`src/rtl/fpc_pkg.sv`:
```
// Shared constants and types for the frequent-pattern line compressor.
package fpc_pkg;

  localparam int FPC_WORDS  = 8;
  localparam int FPC_WORD_W = 32;

  localparam logic [2:0] FPC_ZERO = 3'b000;
  localparam logic [2:0] FPC_SE4  = 3'b001;
  localparam logic [2:0] FPC_SE8  = 3'b010;
  localparam logic [2:0] FPC_SE16 = 3'b011;
  localparam logic [2:0] FPC_HALF = 3'b100;
  localparam logic [2:0] FPC_REP  = 3'b101;
  localparam logic [2:0] FPC_RSVD = 3'b110;
  localparam logic [2:0] FPC_RAW  = 3'b111;

  localparam logic [5:0] FPC_ZERO_W = 6'd0;
  localparam logic [5:0] FPC_SE4_W  = 6'd4;
  localparam logic [5:0] FPC_SE8_W  = 6'd8;
  localparam logic [5:0] FPC_SE16_W = 6'd16;
  localparam logic [5:0] FPC_HALF_W = 6'd16;
  localparam logic [5:0] FPC_REP_W  = 6'd8;
  localparam logic [5:0] FPC_RAW_W  = 6'd32;

  typedef enum logic [1:0] {
    ST_IDLE = 2'd0,
    ST_COMP = 2'd1,
    ST_DONE = 2'd2
  } fpc_state_e;

  function automatic logic [FPC_WORD_W-1:0] fpc_width_mask(input logic [5:0] w);
    if (w >= 6'd32) begin
      return {FPC_WORD_W{1'b1}};
    end else begin
      return (32'd1 << w) - 32'd1;
    end
  endfunction

endpackage

```
`src/rtl/fpc_word_classify.sv`:
```
// Combinational classifier: one 32-bit word to prefix code, right-aligned payload and width.
module fpc_word_classify
  import fpc_pkg::*;
(
  input  logic [FPC_WORD_W-1:0] word,
  output logic [2:0]            prefix,
  output logic [FPC_WORD_W-1:0] payload,
  output logic [5:0]            width
);

  logic se4_s;
  logic se8_s;
  logic se16_s;
  logic rep_s;
  logic [FPC_WORD_W-1:0] raw_s;

  assign se4_s  = (word[31:3]  == {29{word[3]}});
  assign se8_s  = (word[31:7]  == {25{word[7]}});
  assign se16_s = (word[31:15] == {17{word[15]}});
  assign rep_s  = (word[31:24] == word[23:16]) && (word[23:16] == word[15:8]) &&
                  (word[15:8] == word[7:0]);

  // Priority classification: lowest matching code wins
  always_comb begin
    prefix = FPC_RAW;
    width  = FPC_RAW_W;
    raw_s  = word;
    if (word == 32'd0) begin
      prefix = FPC_ZERO;
      width  = FPC_ZERO_W;
    end else if (se4_s) begin
      prefix = FPC_SE4;
      width  = FPC_SE4_W;
    end else if (se8_s) begin
      prefix = FPC_SE8;
      width  = FPC_SE8_W;
    end else if (se16_s) begin
      prefix = FPC_SE16;
      width  = FPC_SE16_W;
    end else if (word[15:0] == 16'd0) begin
      prefix = FPC_HALF;
      width  = FPC_HALF_W;
      raw_s  = {16'd0, word[31:16]};
    end else if (rep_s) begin
      prefix = FPC_REP;
      width  = FPC_REP_W;
    end else begin
      prefix = FPC_RAW;
      width  = FPC_RAW_W;
    end
    payload = raw_s & fpc_width_mask(width);
  end

endmodule

```
`src/rtl/fpc_line_compressor.sv`:
```
// Frequent-pattern compressor for one cache line per handshake, one word per cycle.
// Optional all-zero-line fast path enabled by defining FPC_ZERO_LINE_EN.
module fpc_line_compressor
  import fpc_pkg::*;
#(
  parameter int WORDS  = FPC_WORDS,
  parameter int WORD_W = FPC_WORD_W,
  parameter int OUT_W  = WORDS * (WORD_W + 3)
) (
  input  logic                      clk,
  input  logic                      rst,
  input  logic                      in_valid,
  output logic                      in_ready,
  input  logic [WORDS*WORD_W-1:0]   in_line,
  output logic                      out_valid,
  input  logic                      out_ready,
  output logic [OUT_W-1:0]          out_data,
  output logic [8:0]                out_len,
  output logic                      out_zero
);

  localparam int IDX_W = $clog2(WORDS);
  localparam logic [IDX_W-1:0] IDX_LAST = IDX_W'(WORDS - 1);

  fpc_state_e              state_r;
  logic                    in_ready_r;
  logic                    out_valid_r;
  logic [WORDS*WORD_W-1:0] line_r;
  logic [OUT_W-1:0]        buf_r;
  logic [8:0]              ofs_r;
  logic [IDX_W-1:0]        idx_r;
  logic [2:0]              prefix_s;
  logic [WORD_W-1:0]       payload_s;
  logic [5:0]              width_s;
  logic [OUT_W-1:0]        ins_s;
`ifdef FPC_ZERO_LINE_EN
  logic                    zero_r;
`endif

  // The captured line shifts left each COMP cycle, so the current word is always on top
  fpc_word_classify u_classify (
    .word    (line_r[WORDS*WORD_W-1 -: WORD_W]),
    .prefix  (prefix_s),
    .payload (payload_s),
    .width   (width_s)
  );

  assign ins_s = {{(OUT_W-WORD_W-3){1'b0}}, payload_s, prefix_s} << ofs_r;

  // Control FSM, counters and bitstream buffer
  always_ff @(posedge clk) begin
    if (rst) begin
      state_r     <= ST_IDLE;
      in_ready_r  <= 1'b1;
      out_valid_r <= 1'b0;
      line_r      <= '0;
      buf_r       <= '0;
      ofs_r       <= 9'd0;
      idx_r       <= '0;
`ifdef FPC_ZERO_LINE_EN
      zero_r      <= 1'b0;
`endif
    end else begin
      case (state_r)
        ST_IDLE: begin
          if (in_valid) begin
            line_r     <= in_line;
            buf_r      <= '0;
            ofs_r      <= 9'd0;
            idx_r      <= '0;
            in_ready_r <= 1'b0;
`ifdef FPC_ZERO_LINE_EN
            if (in_line == '0) begin
              zero_r      <= 1'b1;
              out_valid_r <= 1'b1;
              state_r     <= ST_DONE;
            end else begin
              zero_r  <= 1'b0;
              state_r <= ST_COMP;
            end
`else
            state_r <= ST_COMP;
`endif
          end
        end
        ST_COMP: begin
          buf_r  <= buf_r | ins_s;
          ofs_r  <= ofs_r + 9'(width_s) + 9'd3;
          line_r <= line_r << WORD_W;
          idx_r  <= idx_r + IDX_W'(1);
          if (idx_r == IDX_LAST) begin
            out_valid_r <= 1'b1;
            state_r     <= ST_DONE;
          end
        end
        ST_DONE: begin
          if (out_ready) begin
            out_valid_r <= 1'b0;
            in_ready_r  <= 1'b1;
            state_r     <= ST_IDLE;
          end
        end
        default: begin
          state_r     <= ST_IDLE;
          in_ready_r  <= 1'b1;
          out_valid_r <= 1'b0;
        end
      endcase
    end
  end

  assign in_ready  = in_ready_r;
  assign out_valid = out_valid_r;
  assign out_data  = buf_r;
  assign out_len   = ofs_r;
`ifdef FPC_ZERO_LINE_EN
  assign out_zero  = zero_r;
`else
  assign out_zero  = 1'b0;
`endif

endmodule

```
`config.mk`:
```
export PLATFORM = sky130hd
export DESIGN_NAME = fpc_line_compressor
export DESIGN_NICKNAME = d
export VERILOG_FILES = /design/src/rtl/fpc_pkg.sv /design/src/rtl/fpc_word_classify.sv /design/src/rtl/fpc_line_compressor.sv
export SDC_FILE = /design/constraint.sdc
export NUM_CORES = 2
export LEC_CHECK = 0
export CORE_ASPECT_RATIO = 1.25
export CORE_MARGIN = 4
export CORE_UTILIZATION = 40
export DETAILED_ROUTE_END_ITERATION = 7
export PLACE_DENSITY_LB_ADDON = 0.1
export SLEW_MARGIN = 5
export SYNTH_ARGS = -nofsm -noshare
export SYNTH_HDL_FRONTEND = slang
export SYNTH_SLANG_ARGS = --single-unit
```
`constraint.sdc`:
```
create_clock -name clk -period 7.6 [get_ports clk]
set_input_delay 0.76 -clock clk [delete_from_list [all_inputs] [get_ports clk]]
set_output_delay 0.76 -clock clk [all_outputs]
set_load 0.02 [all_outputs]
```
======== Word-level counts from Yosys, hierarchy flattened ========
Cells that the tools add are included.
operators by class
  $add $sub $neg .......................... 4
  order comparisons ....................... 1
  equality and inequality tests ........... 12
  shift-type cells ........................ 2
  muxes and demuxes ....................... 36
  bitwise operators ....................... 4
  reductions and logical operators ........ 10
operators by type and width
  cell                                                 count
  one-hot mux 280 bit (2 select lines)                 1
  one-hot mux 256 bit (2 select lines)                 1
  2-to-1 mux 280 bit                                   1
  bitwise OR 280 bit                                   1
  left shift 35 x 9 -> 280 bit                         1
  2-to-1 mux 256 bit                                   1
  2-to-1 mux 32 bit                                    6
  2-to-1 mux 6 bit                                     6
  bitwise AND 32 bit                                   1
  zero test 32 bit                                     1
  left shift 1 x 6 -> 32 bit (first input constant)    1
  subtractor 32 x 1 -> 32 bit (second input constant)  1
  == test 28 bit                                       1
  == test 24 bit                                       1
  == test 8 bit                                        3
  2-to-1 mux 3 bit                                     6
  one-hot mux 9 bit (2 select lines)                   1
  == test 16 bit                                       1
  zero test 16 bit                                     1
  adder 9 x 2 -> 9 bit (second input constant)         1
  adder 9 x 6 -> 9 bit                                 1
  2-to-1 mux 9 bit                                     1
  AND reduction 3 bit                                  3
  2-to-1 mux 2 bit                                     4
  15 further kinds                                     23
word-level totals
  flip-flop bits (word level) ............. 552
  input port bits ......................... 260
  output and inout bits ................... 292
  logic and storage cells ................. 76

======== Depth between registers and ports, before layout ========
  depth in word-level cells ............... 16
  depth in mapped cells ................... 19
  gate-level depth less buffers ........... 15

======== Modules after synthesis ========
From an unflattened synthesis, not the netlist that was laid out.
unflattened totals
  cells, all modules ...................... 3684
  area, all modules ....................... 28244.6 um^2
by module, submodules not included
  module               instances  cells an instance  area an instance (um^2)  sequential area each (um^2)
  fpc_line_compressor  1          3545               27381.3                  11050.6
  fpc_word_classify    1          139                863.3                    0.0

======== Worst setup path after synthesis ========
No wires, ideal clock.
  path type ............................... register to register
  start ................................... register line_r[236]
  end ..................................... register buf_r[82] (netlist: out_data[82])
  library setup time ...................... 84 ps
  data arrival time ....................... 4420 ps
  data required time ...................... 7516 ps
  setup slack ............................. 3097 ps
  cell stages (with the launch flop) ...... 16
  path buffers ............................ 2
  period minus slack after synthesis ...... 4503 ps
  cell sequence ........................... dfxtp_1 -> or4_4 -> or4_4 -> or3_1 -> ha_1 -> clkbuf_1 -> inv_1 -> nand2_1 -> or4_1 -> o21ba_1 -> and3_1 -> mux4_2 -> mux2_2 -> o21ba_1 -> clkbuf_1 -> o221ai_1
between the ends
  word-level cells in the longest chain between the ends .. 16
  elaborated cells on any way between the ends .. 33
  classes of those cells .................. add/sub (1); order compare (1); eq/ne (4); shift (2); mux (19); bitwise (2); reduce/logical (4)
RTL lines
  element                                 line                       text
  from (decl)                             fpc_line_compressor.sv:28  logic [WORDS*WORD_W-1:0] line_r;
  from (signal assigned)                  fpc_line_compressor.sv:67  line_r <= in_line;
  from (signal assigned)                  fpc_line_compressor.sv:89  line_r <= line_r << WORD_W;
  == test 8 bit                           fpc_word_classify.sv:20    assign rep_s = (word[31:24] == word[23:16]) && (word[23:16] == word[15:8]) &&
  logical AND 1 bit (2 in series)         fpc_word_classify.sv:20
  2-to-1 mux 6 bit                        fpc_word_classify.sv:44    end else if (rep_s) begin
  2-to-1 mux 6 bit                        fpc_word_classify.sv:40    end else if (word[15:0] == 16'd0) begin
  2-to-1 mux 6 bit                        fpc_word_classify.sv:37    end else if (se16_s) begin
  2-to-1 mux 6 bit                        fpc_word_classify.sv:34    end else if (se8_s) begin
  2-to-1 mux 6 bit                        fpc_word_classify.sv:31    end else if (se4_s) begin
  2-to-1 mux 6 bit                        fpc_word_classify.sv:28    if (word == 32'd0) begin
  left shift 1 x 6 -> 32 bit              fpc_pkg.sv:34              return (32'd1 << w) - 32'd1;
  subtractor 32 x 1 -> 32 bit             fpc_pkg.sv:34
  2-to-1 mux 32 bit                       fpc_pkg.sv:31              if (w >= 6'd32) begin
  bitwise AND 32 bit                      fpc_word_classify.sv:51    payload = raw_s & fpc_width_mask(width);
  left shift 35 x 9 -> 280 bit *          fpc_line_compressor.sv:48  assign ins_s = {{(OUT_W-WORD_W-3){1'b0}}, payload_s, prefix_s} << ofs_r;
  bitwise OR 280 bit *                    fpc_line_compressor.sv:87  buf_r <= buf_r | ins_s;
  one-hot mux 280 bit (2 select lines) *  fpc_line_compressor.sv:64  case (state_r)
  to (signal assigned)                    fpc_line_compressor.sv:87
  to (decl)                               fpc_line_compressor.sv:29  logic [OUT_W-1:0] buf_r;
Every way passes the cells marked *; elsewhere a longest branch is shown, timed or not.
A chain may end at the register's enable or synchronous reset.

======== Worst setup path in the final report ========
  start ................................... register line_r[239]
  end ..................................... register buf_r[263] (netlist: out_data[263])
The elaborated chain is that of the path after synthesis.

==> flow_metrics.py <==
metrics = {
    "route": {
        "vias": 30400,
        "detail-route-antenna-nets": 0,
        "detail_route.wirelength_um": 143000,
        "routedWlPerCell_um": 30.01,
        "firstDrtPassIters": 8,
        "drc": 1,
        "via_per_inst": 6.381,
        "drtIter0Drc": 3863,
    },
    "yosys": {
        "async_reset_ff_frac": 0,
        "synth_edf_count": 0,
        "netlist-cell-type-count": 88,
        "syn_inst": 3443,
        "synth_flop_cell": "dfxtp_1",
        "yosysTopAreaCell": "dfxtp_1",
        "ys_seq_area_frac": 0.3970,
        "netlist.area_leader.share": 0.3970,
        "netlist_area_um2": 27840,
        "avgSynthCellArea_um2": 8.085,
        "synth-seq-cells": 552,
        "synth_warnings": 0,
        "ys_top_cells_by_area": "dfxtp_1 (40%), nand2_1 (6.0%), nor2_1 (5.9%)",
        "syn_nets": 3710,
    },
    "place": {
        "dpl.hpwl_um": 104100,
        "gp_congestion": 1.022,
        "io_buffers": 550,
    },
    "sta": {
        "fin_crit_ps": 6031,
        "final.setup_skew_ps": 67.56,
        "hold_viol_final": 0,
        "drv_slew": 0,
        "finalSetupTns_ps": 0,
        "worst_pin_slew_ps": 1397,
        "max_slew_margin": 0.06365,
        "rsz0062_at_grt": "false",
        "setup_viol": 0,
        "finalCritPeriodShare": 0.7936,
        "max_freq_mhz": 165.8,
    },
    "setup_path": {
        "required_ps": 8200,
        "critPathMaxFanout": 21,
        "cp-start-kind": "flip-flop",
        "crit_type": "flip-flop to flip-flop",
        "cp.arrival_ps": 6630,
        "cp-end-kind": "flip-flop",
        "r2r_setup_slack_ps": 1570,
    },
    "power": {
        "power_density_nw_per_um2": 217.4,
        "power.internal_mw": 5.440,
        "peakVddDrop_mv": 0.1771,
        "pwr-share-comb": 0.188,
        "p_leak_nw": 12.93,
        "p_clk_frac": 0.408,
        "seqPwrFrac": 0.404,
        "p_sw_mw": 2.391,
        "switching_share": 0.3054,
    },
    "global_routing": {
        "antenna_found_initial": 13,
        "grt_pass1_vias": 28620,
        "grt_pass1_wl_um": 203100,
        "grt_max_degree": 218,
        "overflow": 0,
        "grt_usage": 0.3660,
    },
    "clock_tree": {
        "clkTransAtPathRegs_ps": 70,
        "clockRootBuffer": "clkbuf_16",
        "clock_latency_ps": 680,
        "cts.sinks": 552,
        "clock_path_buffers": 3,
        "cts_resized": 0,
        "cts_tree": "built",
        "holdBufCountCts": 0,
        "cts_setup_buffers": 0,
        "h-tree-depth": 2,
        "cts_buffers": 56,
    },
    "die": {
        "start_util": 0.4061,
        "die_w_um": 244.0,
        "dieHeight_um": 302.9,
        "dieArea_um2": 73900,
        "rows": 107,
        "io_pins": 552,
        "core-area_um2": 68550,
    },
    "status": {
        "outcome": "finished, violations left",
        "violations": "DRC",
    },
    "min_path": {
        "hp-class": "input pin to flip-flop",
    },
    "finish": {
        "nNetsFinal": 4051,
        "final_util": 0.5256,
        "area_delta_synth_final_pct": 29.42,
        "nFillCells": 6654,
        "drive_above_1_share": 0.09480,
    },
    "run": {
        "cap_violations": 0,
    },
}
metal layers:
metal  track usage  up-vias  routed length (µm)
met5             0        -                  54
met4        0.2407        8               11310
li1              -    13580                   -
met1        0.4347    14550               52840
met3       0.07805      435               12520
met2        0.5999     1826               66240
flip-flops by register name, summed over array words and instances (netlist names):
name	cells
out_len	9
out_data	280
in_ready	1
idx_r	3
state_r	2
line_r	256
out_valid	1
synthesized netlist by cell type, types with 30 or more instances:
cell / count
a311oi_1: 113
a211oi_1: 35
dfxtp_1: 552
nor3_1: 54
o221ai_1: 44
nand4_1: 31
a221o_1: 34
inv_1: 30
o211ai_1: 30
a21oi_1: 237
o21ai_0: 127
o22ai_1: 34
a22oi_1: 112
nand3_1: 38
clkbuf_1: 308
a31oi_1: 31
o221a_2: 122
nor2b_1: 129
nor2_1: 437
nand2_1: 444
final timing paths:
check,start,to,depth (start not counted)
setup / recovery,line_r[239],out_data[263],14
hold / removal,rst,out_data[152],2
setup reg to reg,line_r[239],out_data[263],14
hold reg to reg,out_data[109],out_data[109],1
cells in the final DEF, fill, tap and decap left out, drive strengths merged, types with 12 or more instances in the layout:
master / count
a221o: 34
o211ai: 30
o221a: 122
mux2: 13
nand4: 31
mux2i: 26
o21ai: 136
clkinv: 13
a22o: 24
and3: 16
nor2b: 129
o31ai: 16
nand2b: 21
or4: 13
a31oi: 31
a22oi: 112
nor4: 14
buf: 69
or3: 23
or2: 17
o31a: 15
o311ai: 13
inv: 32
and2: 16
clkbuf: 78
nand3: 38
a21oi: 238
o22ai: 34
nand2: 444
a211oi: 36
a32o: 13
nor2: 438
a32oi: 24
nor3: 54
a311oi: 113
a2bb2oi: 12
o221ai: 44
a21o: 23
dfxtp: 552
clkdlybuf4s50: 548
worst max-delay path: stages, from the launching register on:
cell and delay [ps]:
dfxtp_1 460, or4_4 510, nor4_4 280, buf_4 260
nand2_1 260, nand2_1 160, ha_1 350, inv_1 220
a21oi_1 660, a21oi_2 320, a2111oi_2 860, o221ai_1 630
a32oi_1 530, o21ai_0 260, o22ai_1 210
final cells by class:
type                            instances  area [µm²]  share of cell area
Tap cell                              926        1159             0.03216
Inverter                               32       122.6            0.003403
Timing Repair Buffer                  618        6042              0.1677
Multi-Input combinational cell       2524       15490              0.4299
Clock inverter                         26       483.0             0.01341
Clock buffer                           77        1642             0.04556
Antenna cell                            9       22.52           0.0006251
Sequential cell                       552       11070              0.3072
power by group through the flow:
stage,combinational (mW),sequential (mW),clock [mW]
2_1_floorplan,0.803,3.18,0
3_3_place_gp,1.43,3.22,0
3_5_place_dp,1.42,3.22,0
4_1_cts,1.43,3.16,3.21
5_1_grt,1.54,3.18,3.32
6_report,1.47,3.17,3.19
stage by stage:
step | hold slack, ps | setup slack [ps] | power [mW] | instance area (µm²) | std cells
6_report | 418.9 | 1569 | 7.831 | 36030 | 4764
5_1_grt | 429.5 | 1246 | 8.043 | 36020 | 4760
4_1_cts | 391.9 | 1785 | 7.800 | 36000 | 4755
3_5_place_dp | 440.1 | 1790 | 4.645 | 33880 | 4652
3_3_place_gp | 433.7 | 1842 | 4.652 | 33880 | 4652
2_1_floorplan | 458.7 | 3097 | 3.984 | 27840 | 3443
cell families (layout without fill, tap and decap cells):
logic type | Yosys count | after routing | share of synthesized area
compound gates | 1190 | 1190 | 0.3231
xor+xnor | 10 | 10 | 0.003147
buf+inv | 367 | 753 | 0.04998
flops | 552 | 552 | 0.3970
other cells | 1 | 10 | 0.0001347
mux | 43 | 43 | 0.01784
fa+ha+maj | 8 | 8 | 0.003506
simple gates | 1272 | 1272 | 0.2053
Power figures use the tool's default switching activity.
